[src/rtl/lsu.sv]
// RV32I load/store unit: one outstanding request, IDLE -> MEM -> RESP handshake FSM.
// Optional macro LSU_TIMEOUT_EN adds a 16-cycle memory acknowledge timeout that faults the access.
module lsu (
  input  logic        i_clk,
  input  logic        i_rst,
  input  logic        i_req_valid,
  output logic        o_req_ready,
  input  logic [31:0] i_addr,
  input  logic [31:0] i_wdata,
  input  logic        i_is_store,
  input  logic [2:0]  i_funct3,
  output logic        o_rsp_valid,
  output logic [31:0] o_rdata,
  output logic        o_fault,
  output logic        o_mem_req,
  output logic        o_mem_we,
  output logic [31:0] o_mem_addr,
  output logic [31:0] o_mem_wdata,
  output logic [3:0]  o_mem_be,
  input  logic        i_mem_ack,
  input  logic [31:0] i_mem_rdata
);

  typedef enum logic [1:0] {IDLE, MEM, RESP} state_t;

  state_t     state;
  logic [1:0] addr_lo;
  logic [2:0] funct3;
  logic       is_store;
`ifdef LSU_TIMEOUT_EN
  logic [3:0] wait_cnt;
`endif

  function automatic logic is_fault(input logic st, input logic [2:0] f3, input logic [1:0] a);
    logic f;
    if (st) begin
      f = (f3 > 3'd2) || (f3 == 3'd1 && a[0]) || (f3 == 3'd2 && a != 2'b00);
    end else begin
      case (f3)
        3'd0, 3'd4: f = 1'b0;
        3'd1, 3'd5: f = a[0];
        3'd2:       f = (a != 2'b00);
        default:    f = 1'b1;
      endcase
    end
    return f;
  endfunction

  function automatic logic [3:0] byte_en(input logic [2:0] f3, input logic [1:0] a);
    logic [3:0] be;
    case (f3[1:0])
      2'b00:   be = 4'b0001 << a;
      2'b01:   be = 4'b0011 << a;
      default: be = 4'b1111;
    endcase
    return be;
  endfunction

  function automatic logic [31:0] store_data(input logic [2:0] f3, input logic [31:0] wd);
    logic [31:0] d;
    case (f3[1:0])
      2'b00:   d = {4{wd[7:0]}};
      2'b01:   d = {2{wd[15:0]}};
      default: d = wd;
    endcase
    return d;
  endfunction

  // Lane select by the low address bits, then sign/zero extend by funct3.
  function automatic logic [31:0] load_data(input logic [2:0] f3, input logic [1:0] a,
                                            input logic [31:0] rd);
    logic [31:0] sh;
    logic [31:0] d;
    sh = rd >> {a, 3'b000};
    case (f3)
      3'd0:    d = {{24{sh[7]}}, sh[7:0]};
      3'd1:    d = {{16{sh[15]}}, sh[15:0]};
      3'd4:    d = {24'd0, sh[7:0]};
      3'd5:    d = {16'd0, sh[15:0]};
      default: d = rd;
    endcase
    return d;
  endfunction

  always_ff @(posedge i_clk) begin
    if (i_rst) begin
      state       <= IDLE;
      o_req_ready <= 1'b1;
      o_rsp_valid <= 1'b0;
      o_rdata     <= 32'd0;
      o_fault     <= 1'b0;
      o_mem_req   <= 1'b0;
      o_mem_we    <= 1'b0;
      o_mem_addr  <= 32'd0;
      o_mem_wdata <= 32'd0;
      o_mem_be    <= 4'b0000;
      addr_lo     <= 2'b00;
      funct3      <= 3'd0;
      is_store    <= 1'b0;
`ifdef LSU_TIMEOUT_EN
      wait_cnt    <= 4'd0;
`endif
    end else begin
      case (state)
        IDLE: begin
          if (i_req_valid && o_req_ready) begin
            addr_lo     <= i_addr[1:0];
            funct3      <= i_funct3;
            is_store    <= i_is_store;
            o_req_ready <= 1'b0;
            if (is_fault(i_is_store, i_funct3, i_addr[1:0])) begin
              state       <= RESP;
              o_rsp_valid <= 1'b1;
              o_fault     <= 1'b1;
              o_rdata     <= 32'd0;
            end else begin
              state       <= MEM;
              o_mem_req   <= 1'b1;
              o_mem_we    <= i_is_store;
              o_mem_addr  <= {i_addr[31:2], 2'b00};
              o_mem_be    <= byte_en(i_funct3, i_addr[1:0]);
              o_mem_wdata <= store_data(i_funct3, i_wdata);
`ifdef LSU_TIMEOUT_EN
              wait_cnt    <= 4'd0;
`endif
            end
          end
        end
        MEM: begin
          if (i_mem_ack) begin
            state       <= RESP;
            o_rsp_valid <= 1'b1;
            o_fault     <= 1'b0;
            o_rdata     <= is_store ? 32'd0 : load_data(funct3, addr_lo, i_mem_rdata);
            o_mem_req   <= 1'b0;
            o_mem_we    <= 1'b0;
            o_mem_addr  <= 32'd0;
            o_mem_wdata <= 32'd0;
            o_mem_be    <= 4'b0000;
`ifdef LSU_TIMEOUT_EN
          end else if (wait_cnt == 4'd15) begin
            // Sixteenth unacknowledged cycle: abandon the access as a fault.
            state       <= RESP;
            o_rsp_valid <= 1'b1;
            o_fault     <= 1'b1;
            o_rdata     <= 32'd0;
            o_mem_req   <= 1'b0;
            o_mem_we    <= 1'b0;
            o_mem_addr  <= 32'd0;
            o_mem_wdata <= 32'd0;
            o_mem_be    <= 4'b0000;
          end else begin
            wait_cnt    <= wait_cnt + 4'd1;
`endif
          end
        end
        RESP: begin
          state       <= IDLE;
          o_req_ready <= 1'b1;
          o_rsp_valid <= 1'b0;
          o_fault     <= 1'b0;
          o_rdata     <= 32'd0;
        end
        default: begin
          state       <= IDLE;
          o_req_ready <= 1'b1;
        end
      endcase
    end
  end

endmodule

[config.mk]
export PLATFORM = sky130hd
export DESIGN_NAME = lsu
export DESIGN_NICKNAME = d
export VERILOG_FILES = /design/src/rtl/lsu.sv
export SDC_FILE = /design/constraint.sdc
export NUM_CORES = 1
export LEC_CHECK = 0
export BUFFER_PORTS_ARGS = -buffer_cell sky130_fd_sc_hd__buf_2
export CAP_MARGIN = 20
export CORE_AREA = 2 2 113 115
export CTS_CLUSTER_SIZE = 30
export DETAILED_ROUTE_END_ITERATION = 7
export DIE_AREA = 0 0 115 117
export MAX_ROUTING_LAYER = met4
export PLACE_DENSITY_LB_ADDON = 0.1
export SLEW_MARGIN = 20
export SYNTH_ARGS = -nofsm -noshare
export SYNTH_HDL_FRONTEND = slang
export SYNTH_SLANG_ARGS = --single-unit
[constraint.sdc]
create_clock -name i_clk -period 2.93 [get_ports i_clk]
set_clock_uncertainty 0.2 [all_clocks]
set_input_delay 0.1465 -clock i_clk [delete_from_list [all_inputs] [get_ports i_clk]]
set_output_delay 0.1465 -clock i_clk [all_outputs]
set_load 0.1 [all_outputs]
== After elaboration in Yosys (flattened, before gate mapping) ==
Cells that the tools add are included.
Widths: inputs -> output; s select.
Cells by class
  $lt $le $gt $ge: 1
  equality and inequality tests: 14
  shift-type cells: 3
  multiplexer cells: 42
  bitwise operators: 1
  reduce and logical (&&, ||, !) cells: 19
Operators with widths (number)
  $mux 32: 9
  $pmux 32 s2: 3
  $pmux 32 s4: 1
  $pmux 32 s3: 1
  $shr 32x5->16: 1
  $pmux 4 s2: 2
  $mux 1: 13
  $eq 3x3->1 const B: 4
  $mux 4: 3
  $pmux 1 s3: 3
  $ne 2x2->1 const B: 4
  $reduce_and 4->1: 2
  $eq 3x1->1 const B: 2
  $logic_not 3->1: 2
  $mux 2: 3
  $pmux 1 s2: 3
  $reduce_and 2->1: 3
  $eq 2x1->1 const B: 2
  $logic_not 2->1: 2
  $pmux 2 s2: 1
  $reduce_bool 2->1: 2
  $reduce_or 2->1: 2
  $shl 1x2->4 const A: 1
  $shl 2x2->4 const A: 1
  7 further kinds: 10
Storage, ports and cells
  register bits: 113
  input port bits: 104
  output and inout port bits: 105
  logic and storage cells: 93

== Depth between registers and ports, before layout ==
  depth in word-level cells: 11
  gate-level depth with buffers: 8
  depth with buffers taken out: 6

== Worst setup path after synthesis ==
OpenSTA, ideal clock, no wires.
  path type: register to register
  from: reg o_req_ready
  to: reg o_rdata[1]
  library setup time: 0.071 ns
  data arrival time: 2.283 ns
  required time: 2.659 ns
  path slack: 0.376 ns
  stages on the path, launching flop included: 6
  path buffers: 1
  clock period less this slack: 2.554 ns
  cells stage by stage: dfxtp_1 > a21boi_4 > or3_1 > buf_2 > or4_1 > a21oi_1
Between the ends
  word-level cells in the longest chain between the ends: 3
RTL lines
  from (decl): RTL line 7  | output logic o_req_ready,
  from (signal assigned): RTL line 88  | o_req_ready <= 1'b1;
  from (signal assigned): RTL line 110  | o_req_ready <= 1'b0;
  from (signal assigned): RTL line 159  | o_req_ready <= 1'b1;
  $logic_and 1x1->1: RTL line 106  | if (i_req_valid && o_req_ready) begin
  $ne 2x2->1 (no line)
  $reduce_and 4->1 (no line)
  to (signal assigned): RTL line 134  | o_rdata <= is_store ? 32'd0 : load_data(funct3, addr_lo, i_mem_rdata);
  to (decl): RTL line 13  | output logic [31:0] o_rdata,
No other way between the ends.
A chain may end at the register's enable or synchronous reset.

== Worst setup path in the final report ==
  from: reg state[0]
  to: reg o_mem_we
Between the ends
  word-level cells in the longest chain between the ends: 3
  elaborated cells on any way between the ends: 8
  classes of those cells: 4 x eq/ne; 1 x mux; 3 x reduce/logical
RTL lines
  from (decl): RTL line 26  | state_t state;
  from (signal assigned): RTL line 87  | state <= IDLE;
  from (signal assigned): RTL line 112  | state <= RESP;
  from (signal assigned): RTL line 117  | state <= MEM;
  $eq 2x1->1 / $logic_not 2->1 (equally long branches): RTL line 104  | case (state)
  $ne 2x2->1 (no line) / $reduce_bool 2->1 (equally long branches)
  $reduce_and 4->1 (no line)
  to (signal assigned): RTL line 119  | o_mem_we <= i_is_store;
  to (decl): RTL line 16  | output logic o_mem_we,
Parallel ways exist; a longest one is shown, timed or not.

==> impl_metrics.csv <==
group,metric,value,unit
logic_synthesis,synth_edf_count,0,
clock_tree,clkSinkCount,111,
global_route,grt_max_degree,49,
clock_tree,insertion_delay,0.36,ns
routing,dr.pass1.iters,5,
logic_synthesis,synthesis.area,5380,µm²
power,seq_power_share,30.4,%
placement,gp_congestion,0.853,
die,coreArea,12300,µm²
die,die_w,115,µm
logic_synthesis,synth_top_cell_area_share,41.3,%
hold_path,min-delay-start,"i_mem_rdata[5]",
routing,drc_errors,0,
placement,io_buffers,206,
routing,via_per_inst,5.80,
routing,routed_wl,18300,µm
cells_and_area,drive_gt1_share,30.1,%
global_route,grt_overflow,0,
timing,hold_viol_final,0,
global_route,antenna_found_initial,0,
die,rows,41,
logic_synthesis,synth_top_area_cell,"dfxtp_1",
clock_tree,root_buffer,"clkbuf_16",
power,swShare,47.8,%
routing,wl_per_cell,17.6,µm
setup_path,cpPeakStageDelay,0.56,ns
global_route,grt_pass1_wl,28300,µm
cells_and_area,nets,991,
routing,initialDrtViolationCount,510,
logic_synthesis,postSynthCellCount,614,
power,p_leak,3.31,nW
clock_tree,clk_path_buf_depth,2,
timing,fin_setup_tns,0,ns
logic_synthesis,yosys-top-cells-area,"dfxtp_1 41%, nand4_1 7.3%, a21oi_1 7.3%, o21ai_0 5.3%, mux2i_1 5.0%",
hold_path,hold_path_class,"in -> reg",
logic_synthesis,yosysWarnings,0,
global_route,grt_use_total,27.2,%
cells_and_area,area.growth.synth_to_final,44.7,%
power,ir_worst_vdd,0.369,mV
routing,ant_nets,0,
clock_tree,cts_tree,"built",
timing,slew_headroom,42.4,%
timing,finalSetupViolCount,0,
outcome,status,"finished clean",
power,power_density,759,nW/µm²
timing,slew_viol_final,0,
timing,timing.fmax,0.368,GHz
setup_path,worstPathCellList,"inv_1 -> ha_1 -> a21boi_4 -> or3_1 -> buf_4 -> o21ai_0 -> a21oi_1 -> dlygate4sd3_1",
power,combPwrFrac,46.5,%
placement,dp_cells,926,
cells_and_area,fin_cells,1038,
global_route,grt_pass1_vias,5660,
power,switchingPower,2.83,mW
logic_synthesis,synth.avg_cell_area,8.77,µm²
setup_path,rrSetupSlack,0.21,ns
logic_synthesis,synth_cell_types,51,
timing,period_share,92.8,%
timing,tightestPinTransition,0.860,ns
routing,num_vias,6023,
clock_tree,cts_buffers,9,
setup_path,crit_path_end_kind,"flop",
power,finalPower,5.91,mW
die,die_h,117,µm
cells_and_area,diodes,0,
placement,place_hpwl,12000,µm
clock_tree,postCtsSetupRepairBufs,0,
power,internal_power,3.08,mW
clock_tree,clk_pin_slew_worst_paths,0.08,ns
die,io-pin-count,209,
logic_synthesis,async_reset_ff_share,0,%
setup_path,cp.buffers_inverters,3,
die,start_util,43.7,%
timing,period_needed,2.72,ns
setup_path,required,2.98,ns
logic_synthesis,synth-main-ff-cell,"dfxtp_1",
setup_path,arrival,2.77,ns
setup_path,path_delay_family,"buffers and inverters",
die,die-area,13500,µm²
setup_path,start_kind,"flop",
setup_path,crit_type,"reg -> reg",
setup_path,worst-path-max-fanout,27,
setup_path,startpoint,"state[0]$_SDFFE_PP0P_",
timing,rsz0062_at_grt,"false",
logic_synthesis,synth-seq-cells,111,
setup_path,crit_path_top_delay_cell,"dlygate4sd3_1",
setup_path,rr_startpoint,"state[0]$_SDFFE_PP0P_",
flow_run,maxCapViolations,0,
logic_synthesis,ys_seq_area_share,41.3,%
clock_tree,cts.htree.levels,3,
power,pwr-share-clk,23.1,%
==> what timing repair did <==
action | CTS | global route
hold buffers | 96 | 0
resized for setup | 0 | 0
hold endpoints to repair | 96 | 0
==> worst paths after layout <==
| kind | end | cells after the start |
|---|---|---|
| setup / recovery | o_mem_we$_SDFFE_PP0P_ | 8 |
| hold / removal | o_rdata[5]$_SDFFE_PP0P_ | 4 |
| setup reg to reg | o_mem_we$_SDFFE_PP0P_ | 8 |
| hold reg to reg | o_mem_wdata[11]$_SDFFE_PP0P_ | 1 |
==> registers in the layout (all words and copies together) (netlist names) <==
signal / cells
o_mem_req: 1
state: 2
o_mem_addr: 30
o_mem_wdata: 32
o_req_ready: 1
o_fault: 1
is_store: 1
o_mem_be: 4
addr_lo: 2
o_mem_we: 1
o_rsp_valid: 1
o_rdata: 32
funct3: 3
==> logic make-up after synthesis <==
group / Yosys count / synth area share [%]
compound gates: 240 / 28.7
fa+ha+maj: 4 / 0.930
buf+inv: 75 / 6.14
flops: 111 / 41.3
mux: 36 / 7.11
other cells: 1 / 0.0697
simple gates: 147 / 15.8
==> area by class of cell <==
type,instances,area [µm²]
timing repair buffer,325,2180
tap,150,188
clock buffer,9,225
sequential,111,2220
clock inverter,7,104
fill,1059,4530
multi-input combinational,429,2840
inverter,7,26.3
==> Yosys cell counts (all sizes together) (9+ instances only) <==
cell / count
a21oi: 79
buf: 32
clkbuf: 36
dfxtp: 111
mux2i: 27
nand2: 9
nand4: 63
nor2: 26
nor2b: 12
o211ai: 32
o21ai: 63
o2bb2ai: 30
==> layer usage <==
metal | track usage [%] | wire length (µm) | vias to the layer above
li1 | - | - | 2882
met3 | 4.17 | 1040 | 30
met2 | 44.1 | 8810 | 237
met1 | 34.5 | 8060 | 2874
met4 | 10.1 | 405 | 0
met5 | - | 0 | -
==> worst min-delay path, cell delays in order <==
cell	delay, ns
buf_2	0.10
o21ai_0	0.14
or4_1	0.11
a21oi_1	0.05
==> power by group through the flow <==
stage	Sequential [mW]	Combinational [mW]	Clock, mW
floorplan	3.01	0.913	0
global placement	1.82	2.59	0
detailed placement	1.83	2.62	0
CTS	1.79	2.73	1.39
global route	1.82	2.90	1.45
finish	1.80	2.75	1.36
==> layout by cell type (no fill, tap or decap), types with 12 or more instances in the layout <==
cell,netlist,final
buf_2,20,206
dfxtp_1,111,111
dlygate4sd3_1,0,96
a21oi_1,78,78
nand4_1,63,63
o21ai_0,57,57
o211ai_1,32,32
o2bb2ai_1,30,30
mux2i_1,27,27
nor2_1,26,26
buf_4,6,22
nor2b_1,12,12
==> metrics by stage <==
| step | utilization (%) | instance area, µm² | hold slack, ns | worst slack [ns] |
|---|---|---|---|---|
| after floorplan | - | 5390 | 0.0502 | 0.376 |
| after detailed placement | 52.8 | 6500 | 0.227 | 0.467 |
| after CTS | 63.2 | 7790 | 0.0160 | 0.208 |
| after global routing | 63.2 | 7790 | 0.0572 | 0.0408 |
| final | 63.2 | 7790 | 0.0360 | 0.212 |
| after global placement | 52.8 | 6500 | 0.213 | 0.607 |
(Power assumes the default switching activity.)
